===== src/rtl/li_wta_tree.sv =====
// li_wta_tree: lateral-inhibition / winner-take-all stage with a pipelined tournament tree,
// threshold decision and per-neuron refractory suppression.
module li_wta_tree #(
   parameter int N      = 16,
   parameter int W      = 24,
   parameter int IDXW   = 4,
   parameter int L      = 4,
   parameter int REFRAC = 2,
   parameter int RW     = 2
) (
   input  logic            clk,
   input  logic            rst,
   input  logic            start_li,
   input  logic [N*W-1:0]  potentials,
   input  logic [W-1:0]    th,
   input  logic            mode,
   output logic [N-1:0]    won_lost,
   output logic [IDXW-1:0] winner_idx,
   output logic [W-1:0]    winner_pot,
   output logic            valid_li,
   output logic            first_spike,
   output logic            busy
);
   localparam int P  = 1 << L;
   localparam int LW = $clog2(L + 1);
   typedef enum logic [1:0] {IDLE, CAPTURE, TREE, DECIDE} state_t;
   state_t state, state_nxt;
   logic [LW-1:0]   lvl;
   logic [W-1:0]    cap [N];
   logic [W-1:0]    val [P];
   logic [IDXW-1:0] idx [P];
   logic [RW-1:0]   cnt [N];
   logic [W-1:0]    th_r;
   logic            mode_r;
   logic [N-1:0]    above, wl;
   logic            cap_en, reduce, spike;
   assign busy   = (state != IDLE) || valid_li;
   assign cap_en = (state == IDLE) && start_li && !valid_li;
   assign reduce = (state == CAPTURE) || (state == TREE);
   always_comb begin
      state_nxt = state;
      above     = '0;
      unique case (state)
         IDLE:          state_nxt = cap_en ? CAPTURE : IDLE;
         CAPTURE, TREE: state_nxt = (lvl == LW'(L - 1)) ? DECIDE : TREE;
         DECIDE:        state_nxt = IDLE;
         default:       state_nxt = IDLE;
      endcase
      for (int i = 0; i < N; i++) above[i] = cap[i] > th_r;
      spike = val[0] > th_r;
      wl    = mode_r ? above : (spike ? (N'(1) << idx[0]) : '0);
   end
   always_ff @(posedge clk) begin
      if (!rst) begin
         state       <= IDLE;
         lvl         <= '0;
         valid_li    <= 1'b0;
         won_lost    <= '0;
         winner_idx  <= '0;
         winner_pot  <= '0;
         first_spike <= 1'b0;
         for (int i = 0; i < N; i++) cnt[i] <= '0;
      end else begin
         state    <= state_nxt;
         valid_li <= state == DECIDE;
         if (cap_en) lvl <= '0;
         else if (reduce) lvl <= lvl + LW'(1);
         if (cap_en)
            for (int i = 0; i < N; i++) cnt[i] <= cnt[i] - RW'(cnt[i] != '0);
         if (state == DECIDE) begin
            winner_idx  <= idx[0];
            winner_pot  <= val[0];
            won_lost    <= wl;
            first_spike <= |wl;
            // A fresh load overrides the decrement made at capture
            for (int i = 0; i < N; i++)
               if (REFRAC != 0 && wl[i]) cnt[i] <= RW'(REFRAC);
         end
      end
   end
   // Datapath: leaves padded with zero-valued entries; ties keep the lower (even) slot
   always_ff @(posedge clk) begin
      if (cap_en) begin
         th_r   <= th;
         mode_r <= mode;
         for (int i = 0; i < P; i++) begin
            val[i] <= '0;
            idx[i] <= IDXW'(i);
         end
         for (int i = 0; i < N; i++) begin
            val[i] <= (cnt[i] == '0) ? potentials[W*i +: W] : '0;
            cap[i] <= (cnt[i] == '0) ? potentials[W*i +: W] : '0;
         end
      end else if (reduce) begin
         for (int j = 0; j < P / 2; j++) begin
            val[j] <= (val[2*j+1] > val[2*j]) ? val[2*j+1] : val[2*j];
            idx[j] <= (val[2*j+1] > val[2*j]) ? idx[2*j+1] : idx[2*j];
         end
      end
   end
endmodule


===== config.mk =====
export PLATFORM = sky130hd
export DESIGN_NAME = li_wta_tree
export DESIGN_NICKNAME = d
export VERILOG_FILES = /design/src/rtl/li_wta_tree.sv
export SDC_FILE = /design/constraint.sdc
export NUM_CORES = 2
export LEC_CHECK = 0
export ABC_CLOCK_PERIOD_IN_PS = 17340
export BUFFER_PORTS_ARGS = -buffer_cell sky130_fd_sc_hd__clkbuf_2
export CAP_MARGIN = 10
export CELL_PAD_IN_SITES_DETAIL_PLACEMENT = 0
export CELL_PAD_IN_SITES_GLOBAL_PLACEMENT = 2
export CORE_ASPECT_RATIO = 0.9
export CORE_MARGIN = 2
export CORE_UTILIZATION = 37
export CTS_CLUSTER_SIZE = 28
export DETAILED_ROUTE_END_ITERATION = 10
export GPL_TIMING_DRIVEN = 1
export PLACE_DENSITY_LB_ADDON = 0.08
export SETUP_SLACK_MARGIN = 0.02
export SLEW_MARGIN = 10
export SYNTH_ARGS = -nofsm -noshare
export SYNTH_HDL_FRONTEND = slang
export SYNTH_SLANG_ARGS = --single-unit

===== constraint.sdc =====
create_clock -name clk -period 17.34 [get_ports clk]
set_input_delay 3.468 -clock clk [delete_from_list [all_inputs] [get_ports clk]]
set_output_delay 3.468 -clock clk [all_outputs]
set_load 0.05 [all_outputs]

==> metrics.md <==
| Metric | Value |
|---|---|
| Ys Warns | 0 |
| Max-slew headroom | 21.08% |
| GPL Wtd Cong | ~0.86 |
| CTS max path bufs | 3 |
| Final period utilization | roughly two fifths |
| Synth top cells by count | edfxtp_1, ha_1, and2_1 |
| LEAKAGE | between 20 and 25 nW |
| Synth async-reset ratio | 0% |
| Fin crit period | ~7.2 ns |
| H-tree levels | 3 |
| Worst-path maximum fanout | 104 |
| Final setup viols | 0 |
| Net Switching | roughly 1.5 mW |
| Post-CTS setup buffers | 0 |
| Switching share of power | slightly below 30% |
| Crit path DAT | about 7.5 ns |
| Clock Skews | 0.02767 ns |
| Total grt overflow | 0 |
| Detailed Routing Iterations Pass 1 | 5 |
| FF+latch count, synth | between 700 and 800 |
| CP endpoint kind | flop |
| Num Clock Sinks | roughly 730 |
| Clock share of power | a little under two fifths |
| Largest net degree at the start of global routing | 105 |
| Measured slew at the worst slew-check pin | 1.165 ns |
| Total CTS buffers | 88 |
| Initial antenna violation count | 13 |
| Number of max-cap violations | 0 |
| Final hold violation count | 0 |
| Most used DFF post-synth | edfxtp_1 |
| Max-slew violations | 0 |
| CP required | between 15 and 20 ns |
| RSZ-0062 raised after global routing | no |
| Clk Latency, worst-skew pair | 0.69 ns |
| First-pass GRT wire length | between 200 and 250 mm |
| GR Layer Usage met3 | between 3 and 4% |
| Post-Syn Instances | 3701 |
| Setup TNS | 0 ns |
| Yosys cell types | 65 |
| # hold bufs at CTS | 0 |
| Top-count cell post-synth | edfxtp_1 |
| Status | complete, no violations |
| Worst VDD drop | between 0.07 and 0.08 mV |
| Drt initial violations | 2309 |
| # DRC | 0 |
| DR vias | about 30000 |
| NumNets Final | 5210 |
| GRT met1 Usage | roughly a third |
| F_max | between 100 and 150 MHz |
| Met2 usage | 44.47% |
| Row cnt | ~120 |
| Die Footprint | approximately 120000 µm² |
| Yosys top cell by area | edfxtp_1 |
| Post-synth top area share | 46.38% |
| Hold crit path type | reg -> reg |
| Die width | between 300 and 400 µm |
| Vias in the first global route | 30620 |
| Power Internal | roughly 3.7 mW |
| Worst-path clk slew | ~0.060 ns |
| Share of layout cells above drive strength 1 | ~16% |
| Flop pwr share | 43.3% |
| Post-synth EDFFs | 668 |
| Sequential area share after synthesis | 49.21% |
| Post-CTS sizing | 0 |
| Starting density of the core | between 30% and 40% |
| Synth top area cells | edfxtp_1, ha_1, and2_1 |
| Gate power share | 19.3% |
| Dpl hpwl | roughly 120 mm |
| IO Pins | roughly 460 |
| GRT busiest layer | met2 |
| Post-Place Cells | around 5700 |
| GRT Total Usage | between 20 and 30% |
| Pwr dens | ~100 nW/µm² |
| Mapped Avg Cell Area | between 10 and 15 µm² |
| DR WL/cell | ~27 µm |
| Core area | 115500 µm² |
| Fin cells | approximately 5800 |
| # fillers | roughly 11000 |
| Area growth from synthesis to layout | 16.91% |
| Die height | approximately 330 µm |
| Reg area | roughly 21000 µm² |
| Total Wirelength | about 150 mm |
| # port buffers | approximately 460 |
| CP startpoint kind | primary input |
| Clock Tree Root | clkbuf_16 |
| Routed Antenna Nets | 0 |
| TritonCTS clock tree | built |
| Crit Path Class | in -> reg |
| Syn nets | about 4700 |
| Multi-input logic area | just over 20000 µm² |
| Post-DR vias/cell | ~5.3 |
| Synthesized area | 43250 µm² |
[cell usage in the layout, fill, tap and decap left out, drive strengths merged, types with 8 or more instances in the layout]
| cell | count |
|---|---|
| nor2b | 64 |
| nand4 | 118 |
| a21oi | 203 |
| bufinv | 14 |
| a211oi | 14 |
| a21o | 113 |
| ha | 605 |
| o211ai | 30 |
| mux2i | 197 |
| o21ai | 84 |
| o31ai | 14 |
| and4 | 14 |
| and2 | 422 |
| and3 | 11 |
| clkinv | 29 |
| nand3 | 74 |
| nand2b | 17 |
| clkbuf | 566 |
| nand2 | 215 |
| inv | 250 |
| nor2 | 95 |
| buf | 65 |
| o311ai | 8 |
| o21a | 13 |
| a21boi | 13 |
| nor3 | 16 |
| dfxtp | 61 |
| nor4 | 15 |
| o31a | 10 |
| edfxtp | 668 |
| o2bb2ai | 167 |
[registers in the layout, summed over array words and instances (netlist names)]
signal       cells
cap            383
val            217
cnt             32
th_r            24
winner_pot      24
idx             21
won_lost        16
winner_idx       4
lvl              3
state            2
first_spike      1
mode_r           1
valid_li         1
[worst max-delay path, cell delays in order]
cell      delay [ns]
clkbuf_2        0.08
inv_1           0.03
or2_2           0.28
buf_4           0.34
inv_8           0.59
buf_4           0.67
buf_4           0.86
buf_4           0.97
[cell families after synthesis]
group	Yosys count	share of synthesized area, %
multiplexers	197	4.560
AO/OA/AOI/OAI	721	11.63
XOR/XNOR	1	0.02026
buffers and inverters	366	3.327
AND/OR/NAND/NOR	1082	13.75
flip-flops	729	49.21
adder cells (fa/ha/maj)	605	17.50
[per-stage QoR]
| stage | hold WS, ns | util, % | power (mW) | instance area (µm²) | setup slack [ns] |
|---|---|---|---|---|---|
| 4_1_cts | 0.4771 | 43.78 | 5.257 | 50540 | 10.20 |
| 3_5_place_dp | 0.4671 | 41.19 | 3.300 | 47560 | 9.490 |
| 3_3_place_gp | 0.4676 | 41.19 | 3.303 | 47560 | 9.476 |
| 5_1_grt | 0.5025 | 43.78 | 5.441 | 50550 | 9.907 |
| 2_1_floorplan | 0.4563 | - | 2.903 | 43250 | 0.3815 |
| 6_report | 0.4633 | 43.79 | 5.208 | 50560 | 10.13 |
[area by class of cell]
cell class / count / share of cell area (%)
flip-flops and latches: 729 / 42.09
multi-input cells: 2606 / 40.78
repair buffers: 523 / 5.499
clock buffers: 108 / 4.648
well taps: 1560 / 3.861
inverters: 245 / 1.834
clock inverters: 48 / 1.260
diodes: 6 / 0.02970
[power groups by stage]
stage                     registers (mW)  logic (mW)  clock network, mW
after global routing                2.27        1.12               2.05
after global placement              2.29        1.01                  0
after floorplan                     2.25       0.650                  0
final                               2.25        1.01               1.95
after CTS                           2.26        1.01               1.99
after detailed placement            2.29        1.01                  0
[path summary, 6_finish.rpt]
check                            start                        end  slack (ns)  depth (start not counted)
max                           start_li      cap[0][125]$_DFFE_PP_       10.13                          8
min          won_lost[15]$_SDFFE_PN0P_  won_lost[15]$_SDFFE_PN0P_        0.46                          2
max reg2reg        state[0]$_SDFF_PN0_      cap[0][125]$_DFFE_PP_       12.40                          9
min reg2reg  won_lost[15]$_SDFFE_PN0P_  won_lost[15]$_SDFFE_PN0P_        0.46                          2
[per-layer routing]
metal / wire, µm / share of wire, %
met5: 0 / 0
met4: 3474 / 2.2
met3: 7887 / 5.1
met2: 76330 / 49
met1: 67290 / 43
(Power assumes the default switching activity.)
